--- config.mk ---
export PLATFORM = sky130hd
export DESIGN_NAME = mem_bank_ctrl
export DESIGN_NICKNAME = d
export VERILOG_FILES = /design/src/rtl/mem_pkg.sv /design/src/rtl/btn_pulse.sv /design/src/rtl/mem_bank_ctrl.sv
export SDC_FILE = /design/constraint.sdc
export NUM_CORES = 1
export LEC_CHECK = 0
export ABC_AREA = 1
export CORE_MARGIN = 4
export CORE_UTILIZATION = 45
export DETAILED_ROUTE_END_ITERATION = 7
export PLACE_DENSITY = 0.66
export SETUP_SLACK_MARGIN = 0.3
export SLEW_MARGIN = 5
export SYNTH_ARGS = -nofsm -noshare
export SYNTH_HDL_FRONTEND = slang
export SYNTH_SLANG_ARGS = --single-unit
--- constraint.sdc ---
create_clock -name clk -period 2.1 [get_ports clk]
set_input_delay 0.42 -clock clk [delete_from_list [all_inputs] [get_ports clk]]
set_output_delay 0.42 -clock clk [all_outputs]
set_load 0.03 [all_outputs]
--- src/rtl/mem_pkg.sv ---
// Shared constants and helpers for the memory bank controller.
//   DefDataW, DefDepth, DefDebCycles : default parameter values
//   even_parity()                    : even parity bit over a data word (zero-extended)
package mem_pkg;

  localparam int unsigned DefDataW     = 8;
  localparam int unsigned DefDepth     = 16;
  localparam int unsigned DefDebCycles = 4;

  // Widest data word the parity helper accepts; callers zero-extend into it.
  localparam int unsigned MaxDataW = 64;

  // Returns the bit that makes the total count of ones (data + bit) even.
  function automatic logic even_parity(input logic [MaxDataW-1:0] data);
    return ^data;
  endfunction

endpackage

--- src/rtl/btn_pulse.sv ---
// Debounced single-pulse generator for one raw push-button.
//   clk     : system clock, rising edge
//   rst     : synchronous active-low reset
//   i_btn   : raw asynchronous button level
//   o_pulse : one-cycle registered pulse after DEB_CYCLES stable-high samples
// A held button produces one pulse; it re-arms after a single low synchronised sample.
module btn_pulse import mem_pkg::*; #(
  parameter int unsigned DEB_CYCLES = DefDebCycles
) (
  input  logic clk,
  input  logic rst,
  input  logic i_btn,
  output logic o_pulse
);

  localparam int unsigned   CntW    = $clog2(DEB_CYCLES + 1);
  localparam logic [CntW-1:0] CntMax  = CntW'(DEB_CYCLES);
  localparam logic [CntW-1:0] CntLast = CntW'(DEB_CYCLES - 1);
  localparam logic [CntW-1:0] CntOne  = CntW'(1);

  logic            sync1_q, sync2_q;
  logic [CntW-1:0] cnt_q, cnt_d;
  logic            pulse_q, pulse_d;

  // Counter saturates at CntMax, so a held button cannot pulse again until it drops.
  always_comb begin
    cnt_d   = cnt_q;
    pulse_d = 1'b0;
    if (!sync2_q) begin
      cnt_d = '0;
    end else if (cnt_q != CntMax) begin
      cnt_d   = cnt_q + CntOne;
      pulse_d = (cnt_q == CntLast);
    end
  end

  always_ff @(posedge clk) begin
    if (!rst) begin
      sync1_q <= 1'b0;
      sync2_q <= 1'b0;
      cnt_q   <= '0;
      pulse_q <= 1'b0;
    end else begin
      sync1_q <= i_btn;
      sync2_q <= sync1_q;
      cnt_q   <= cnt_d;
      pulse_q <= pulse_d;
    end
  end

  assign o_pulse = pulse_q;

endmodule

--- src/rtl/mem_bank_ctrl.sv ---
// DEPTH x DATA_W register-file memory driven by raw board buttons and switches.
//   clk, rst   : system clock (rising edge), synchronous active-low reset
//   write_en   : raw button, write d_in at the pointer and advance it
//   save_data  : raw button, copy the current word into the save register
//   addr_inc   : raw button, advance the pointer (wraps DEPTH-1 -> 0)
//   show_reg   : level switch, 1 displays the save register, 0 displays mem[addr]
//   d_in       : data switches
//   d_out      : registered display data
//   addr_out   : current address pointer
//   full       : every address written at least once since reset
//   par_err    : sticky parity error on save
// Optional feature macro MEM_PARITY_EN: stores an even parity bit per word and checks it on
// save. Without it, par_err is tied low.
module mem_bank_ctrl import mem_pkg::*; #(
  parameter  int unsigned DATA_W     = DefDataW,
  parameter  int unsigned DEPTH      = DefDepth,
  parameter  int unsigned DEB_CYCLES = DefDebCycles,
  localparam int unsigned AW         = $clog2(DEPTH)
) (
  input  logic              clk,
  input  logic              rst,
  input  logic              write_en,
  input  logic              save_data,
  input  logic              addr_inc,
  input  logic              show_reg,
  input  logic [DATA_W-1:0] d_in,
  output logic [DATA_W-1:0] d_out,
  output logic [AW-1:0]     addr_out,
  output logic              full,
  output logic              par_err
);

`ifdef MEM_PARITY_EN
  localparam int unsigned WordW = DATA_W + 1;
`else
  localparam int unsigned WordW = DATA_W;
`endif

  logic wr_pulse, save_pulse, inc_pulse;

  btn_pulse #(.DEB_CYCLES(DEB_CYCLES)) u_wr_btn (
    .clk     (clk),
    .rst     (rst),
    .i_btn   (write_en),
    .o_pulse (wr_pulse)
  );

  btn_pulse #(.DEB_CYCLES(DEB_CYCLES)) u_save_btn (
    .clk     (clk),
    .rst     (rst),
    .i_btn   (save_data),
    .o_pulse (save_pulse)
  );

  btn_pulse #(.DEB_CYCLES(DEB_CYCLES)) u_inc_btn (
    .clk     (clk),
    .rst     (rst),
    .i_btn   (addr_inc),
    .o_pulse (inc_pulse)
  );

  logic [DEPTH-1:0][WordW-1:0] mem_q;
  logic [AW-1:0]               addr_q;
  logic [DATA_W-1:0]           save_q;
  logic [DEPTH-1:0]            written_q;
  logic [DATA_W-1:0]           d_out_q;

  logic [WordW-1:0]  wr_word;
  logic [WordW-1:0]  rd_word;
  logic [DATA_W-1:0] rd_data;

`ifdef MEM_PARITY_EN
  assign wr_word = {even_parity(MaxDataW'(d_in)), d_in};
`else
  assign wr_word = d_in;
`endif

  // Read side sees the pre-edge contents, so a same-cycle save captures the old word.
  assign rd_word = mem_q[addr_q];
  assign rd_data = rd_word[DATA_W-1:0];

  always_ff @(posedge clk) begin
    if (!rst) begin
      mem_q     <= '0;
      addr_q    <= '0;
      save_q    <= '0;
      written_q <= '0;
      d_out_q   <= '0;
    end else begin
      if (wr_pulse) begin
        mem_q[addr_q]     <= wr_word;
        written_q[addr_q] <= 1'b1;
      end
      // Write and step together still advance by one; power-of-two DEPTH wraps for free.
      if (wr_pulse || inc_pulse) begin
        addr_q <= addr_q + AW'(1);
      end
      if (save_pulse) begin
        save_q <= rd_data;
      end
      d_out_q <= show_reg ? save_q : rd_data;
    end
  end

`ifdef MEM_PARITY_EN
  logic par_err_q;

  always_ff @(posedge clk) begin
    if (!rst) begin
      par_err_q <= 1'b0;
    end else if (save_pulse && (rd_word[DATA_W] != even_parity(MaxDataW'(rd_data)))) begin
      par_err_q <= 1'b1;
    end
  end

  assign par_err = par_err_q;
`else
  assign par_err = 1'b0;
`endif

  assign d_out    = d_out_q;
  assign addr_out = addr_q;
  assign full     = &written_q;

endmodule

; Yosys cells after proc, flatten, opt, wreduce, memory -nomap -nowiden
; Cells that the tools add are included.
; W data, S select, Z words.
[totals]
regBits = 182
elab_cells = 62
[classes]
add_sub_neg = 4
order_cmp = 2
n_eq_ne = 6
mux = 8
bitwise_logic = 1
n_reduce_logical = 9
[op_table]
columns = cell, n
row1 = $bwmux W128, 1
row2 = $bmux W8 S4, 1
row3 = $demux W8 S4, 1
row4 = $mux W8, 3
row5 = $or A16 B16 Y16, 1
row6 = $reduce_and A16 Y1, 1
row7 = $add A3 B1 Y3 const B, 3
row8 = $eq A3 B2 Y1 const B, 3
row9 = $ne A3 B3 Y1 const B, 3
row10 = $reduce_and A3 Y1, 3
row11 = $reduce_and A2 Y1, 3
row12 = $lt A4 B5 Y1 const B, 1
row13 = $add A4 B1 Y4 const B, 1
row14 = $demux W1 S4, 1
row15 = $ge A4 B1 Y1 const B, 1
row16 = $logic_and A1 B1 Y1, 1
row17 = $logic_or A1 B1 Y1, 1
row18 = $mux W1, 1

; Longest topological paths before layout
[depth]
word_depth = 5
depth_mapped = 10

; By module
; Synthesis repeated with hierarchy kept, for this count alone.
[hier_totals]
cells_unflattened = 1123
area_unflattened_um2 = 7952.6
[modules_own_cells]
columns = mod, instances, cells_per_inst, area_each_um2, seq_area_each_um2
row1 = mem_bank_ctrl, 1, 1030, 7201.9, 3283.1
row2 = btn_pulse, 3, 31, 250.2, 120.1

; Worst setup path before layout
; OpenSTA, ideal clock, no wires.
[synth_timing]
kind = register to register
startpoint = register addr_q[1], in the netlist addr_out[1]
endpoint = register mem_q[110] (netlist name)
arrival_ns = 1.964
setup_slack_ns = 0.066
stages_incl_launch_ff = 11
path_buffers = 3
cell_sequence = dfxtp_1 -> buf_2 -> clkinv_1 -> buf_2 -> ha_1 -> nand2_1 -> nor2_1 -> inv_1 -> buf_2 -> o21ai_0 -> a21oi_1
[synth_between]
elab_chain_cells = 5
elab_cells_between_ends = 6
[synth_lines]
columns = item, line
row1 = from (decl), mem_bank_ctrl.sv:63  ; logic [AW-1:0] addr_q;
row2 = from (signal assigned), mem_bank_ctrl.sv:96  ; addr_q <= addr_q + AW'(1);
row3 = $lt A4 B5 Y1 (implied by the code) / $ge A4 B1 Y1 (equally long branches), mem_bank_ctrl.sv:91  ; mem_q[addr_q] <= wr_word;
row4 = $logic_and A1 B1 Y1 (implied by the code), mem_bank_ctrl.sv:91
row5 = $mux W8 (implied by the code), mem_bank_ctrl.sv:91
row6 = $demux W8 S4 (*), mem_bank_ctrl.sv:91
row7 = $bwmux W128 (*), mem_bank_ctrl.sv:91
row8 = "to (signal, indexed assignment)", mem_bank_ctrl.sv:91
row9 = to (decl), mem_bank_ctrl.sv:62  ; logic [DEPTH-1:0][WordW-1:0] mem_q;
; Every way passes the cells marked *; elsewhere a longest branch is shown, timed or not.
; A chain may end at the register's enable or synchronous reset.

; Final worst setup path
[layout_timing]
startpoint = register written_q[6]
endpoint = output full
[layout_between]
elab_chain_cells = 1
[layout_lines]
columns = item, line
row1 = from (decl), mem_bank_ctrl.sv:65  ; logic [DEPTH-1:0] written_q;
row2 = from (signal assigned), mem_bank_ctrl.sv:87  ; written_q <= '0;
row3 = "from (signal, indexed assignment)", mem_bank_ctrl.sv:92  ; written_q[addr_q] <= 1'b1;
row4 = $reduce_and A16 Y1, mem_bank_ctrl.sv:123  ; assign full = &written_q;
row5 = to (decl), mem_bank_ctrl.sv:29  ; output logic full,
; No other way between the ends.

==> PnR_summary.wiki <==
{| class="wikitable"
! Metric !! Value
|-
| Number of endpoints failing setup at the final stage || 0
|-
| Largest net degree at the start of global routing || 98
|-
| Maximum fanout along the worst path || 2
|-
| PwrDens || 771 nW/um2
|-
| Most frequent cells in the layout || sky130_fd_sc_hd__nand2_1, sky130_fd_sc_hd__dfxtp_1, sky130_fd_sc_hd__a21oi_1, sky130_fd_sc_hd__inv_1, sky130_fd_sc_hd__o21ai_0
|-
| Placeable Area || 17,300 um2
|-
| Average wire per standard cell || 14.1 um
|-
| Endpoint arrival time on the critical path || 1460 ps
|-
| Wire length of the first global-routing pass || 31,100 um
|-
| Number of antenna diodes || 0
|-
| Adder-cell share of the synthesized area || 0.0205
|-
| Number of nets at the end of the flow || 1,147
|-
| Worst-Skew Late Latency || 420 ps
|-
| Filler cell count || 1,698
|-
| Total via count after detailed routing || 6,665
|-
| Flip-flop and latch count after synthesis || 182
|-
| Chain of cells forming the critical path || nand4_1, nor4_4, buf_4
|-
| Total Wirelength || 19,200 um
|-
| Iteration-0 DRC Markers || 532
|-
| Number of distinct library cell variants in the gate-level netlist after synthesis || 26
|-
| Share of async-settable or async-resettable flops after synthesis || 0
|-
| Predominant post-synthesis flop cell || sky130_fd_sc_hd__dfxtp_1
|-
| HPWL after detailed placement || 11,800 um
|-
| Worst Path Required || 1680 ps
|-
| Result of the run || complete, no violations
|-
| Portion of the post-synthesis area used by sequential elements || 0.459
|-
| Crit-path slowest cell || sky130_fd_sc_hd__dfxtp_1
|-
| Count of input and output buffers || 26
|-
| Boundary pin count || 28
|-
| Initial antenna violation count || 0
|-
| Critical Path End Type || output pin
|-
| Critical path's top delay family || simple AND/OR/NAND/NOR gates
|-
| Drt first pass iters || 5
|-
| Final worst clock skew || 6.05 ps
|-
| Total standard cell area after synthesis || 7930 um2
|-
| Kind of start point of the critical path || register
|-
| Fraction of the cycle the final worst path needs || 0.895
|-
| Starting utilization of the core area || 0.458
|-
| Highest attainable clock frequency || 0.532 GHz
|-
| Mapped Cells || 1,112
|-
| Synth-to-Final Area Change || 13.8%
|-
| Deepest level of the CTS H-tree || 4
|-
| Fraction of final layout cells with drive strength greater than 1 || 0.0962
|-
| Clock tree from TritonCTS || built
|-
| LEAKAGE || 3.81 nW
|-
| Die Outline Area || 19,800 um2
|-
| Post-synthesis share of cell area spent on xor and xnor gates || 0
|-
| Combined global-route utilization of all metal layers || 0.196
|-
| Register cell area after layout || 3650 um2
|-
| Simple-gate share of the synthesized area || 0.197
|-
| Register clock-pin slew on the reported worst setup and hold paths || 60 ps
|-
| Antenna-violating nets left || 0
|-
| Num Clock Sinks || 182
|-
| Post-synth EDFFs || 0
|-
| Number of CTS-inserted buffers || 17
|-
| Net count after synthesis || 1,139
|-
| CTS Root Buffer Type || sky130_fd_sc_hd__clkbuf_16
|-
| Max-capacitance violation count || 0
|-
| Number of remaining DRC errors || 0
|-
| Most common cell after layout, fill and taps aside || sky130_fd_sc_hd__nand2_1
|-
| Number of global-route vias before repair || 5,941
|-
| Setup CP Type || register to output pin
|-
| Final global-route overflow total || 0
|-
| Post-route setup TNS || 0 ps
|-
| Compound-gate portion of the synthesized area || 0.194
|-
| Unrepaired setup endpoints after global routing || yes
|-
| Multiplexer fraction of the synthesized cell area || 0
|-
| Tmin final || 1880 ps
|-
| Buffering stage count on the worst path with inverters included || 1
|-
| Buffer levels on the longest clock path || 2
|-
| Gp weighted congestion || 0.792
|-
| Combinational family with the most area after synthesis || simple AND/OR/NAND/NOR gates
|-
| Multi-input gate area || 3290 um2
|-
| Number of warning messages in the yosys log || 0
|-
| Overall die width || 141 um
|-
| Maximum VDD drop || 0.000617 V
|-
| Syn_area_per_cell || 7.13 um2
|-
| Post-detailed-route via-to-cell ratio || 4.91
|-
| Max Transition Viols Final || 0
|-
| Type of the worst min-delay path || primary input to register
|-
| Y dimension of the die || 141 um
|-
| Number of hold violations in the final report || 0
|-
| Final Util || 0.522
|-
| Number of cell rows || 48
|-
| Number of hold buffers added after cts || 0
|-
| Biggest cell delay along the critical path || 340 ps
|}
==> worst reg2reg max path: stages, from the launching register on <==
cell	delay, ps
sky130_fd_sc_hd__dfxtp_4	370
sky130_fd_sc_hd__inv_2	180
sky130_fd_sc_hd__buf_16	240
sky130_fd_sc_hd__nand2_1	100
sky130_fd_sc_hd__nand3_1	120
sky130_fd_sc_hd__nand2_1	80
sky130_fd_sc_hd__nand2_1	60
sky130_fd_sc_hd__nand2_1	60
sky130_fd_sc_hd__nor2_1	220
sky130_fd_sc_hd__a21oi_1	110
==> metrics by stage <==
step                worst slack [ps]  area [um2]  std cells  hold WS (ps)  power [mW]
floorplan                        326        7960       1112           390        3.68
global placement                 135        8310       1318           393        3.78
detailed placement               106        8310       1318           399        3.78
CTS                              131        8900       1350           363        7.03
global route                     126        9020       1358           389        7.21
finish                           219        9020       1358           381        6.96
==> synth_stat cells (all sizes together), types with 2 or more instances <==
cell type	count	area, um2
nand2	235	882
dfxtp	182	3640
inv	171	647
a21oi	153	773
o21ai	147	743
nor2	68	318
nand3	65	325
buf	33	241
clkbuf	33	124
ha	13	163
nand4	4	25.0
a211oi	3	22.5
clkinv	2	7.51
==> worst paths after layout <==
check                    startpoint                end  slack (ps)  cells past startpoint
setup / recovery       written_q[6]               full         220                      3
hold / removal                  rst   u_wr_btn.sync1_q         380                      3
setup reg to reg        addr_out[0]          save_q[6]         430                      9
hold reg to reg   u_inc_btn.sync1_q  u_inc_btn.sync2_q         410                      2
==> sequential cells by signal (all words and copies together) (netlist names) <==
register            count
u_wr_btn.o_pulse        1
u_inc_btn.o_pulse       1
d_out                   8
u_wr_btn.cnt_q          3
u_save_btn.sync2_q      1
u_wr_btn.sync1_q        1
save_q                  8
u_inc_btn.sync1_q       1
u_wr_btn.sync2_q        1
u_save_btn.o_pulse      1
mem_q                 128
u_save_btn.cnt_q        3
u_inc_btn.cnt_q         3
u_save_btn.sync1_q      1
addr_out                4
written_q              16
u_inc_btn.sync2_q       1
==> power by group <==
group	total [mW]	leakage, nW	switching [mW]	internal, mW
Clock	3.26	0.293	1.33	1.93
Combinational	0.231	2.05	0.156	0.0748
Sequential	3.46	1.47	0.00355	3.46
==> cells by family after synthesis <==
logic type                 count (synthesis)
and+or+nand+nor                          374
AOI/OAI and AO/OA                        303
buffers and inverters                    239
DFF                                      182
adders and majority gates                 13
other                                      1
==> area by class of cell <==
cell class | instances | share of cell area
clock buffers | 20 | 0.0506
clock inverters | 12 | 0.0166
inverters | 173 | 0.0729
multi-input cells | 691 | 0.365
flip-flops and latches | 182 | 0.405
well taps | 225 | 0.0312
repair buffers | 55 | 0.0589
==> per-layer routing <==
metal,track usage,share of wire,wire [um]
met1,0.268,0.49,9370
met5,0,0,0
met3,0.0322,0.043,816
met4,0.0668,0.019,374
met2,0.315,0.45,8640
==> what timing repair did <==
item / CTS / global route
pin swaps: 0 / 1
setup buffers: 0 / 7
gates resized for setup: 25 / 13
setup endpoints to repair: 44 / 94
gates cloned: 0 / 1
Note: power is estimated with default switching activity, not from simulation.
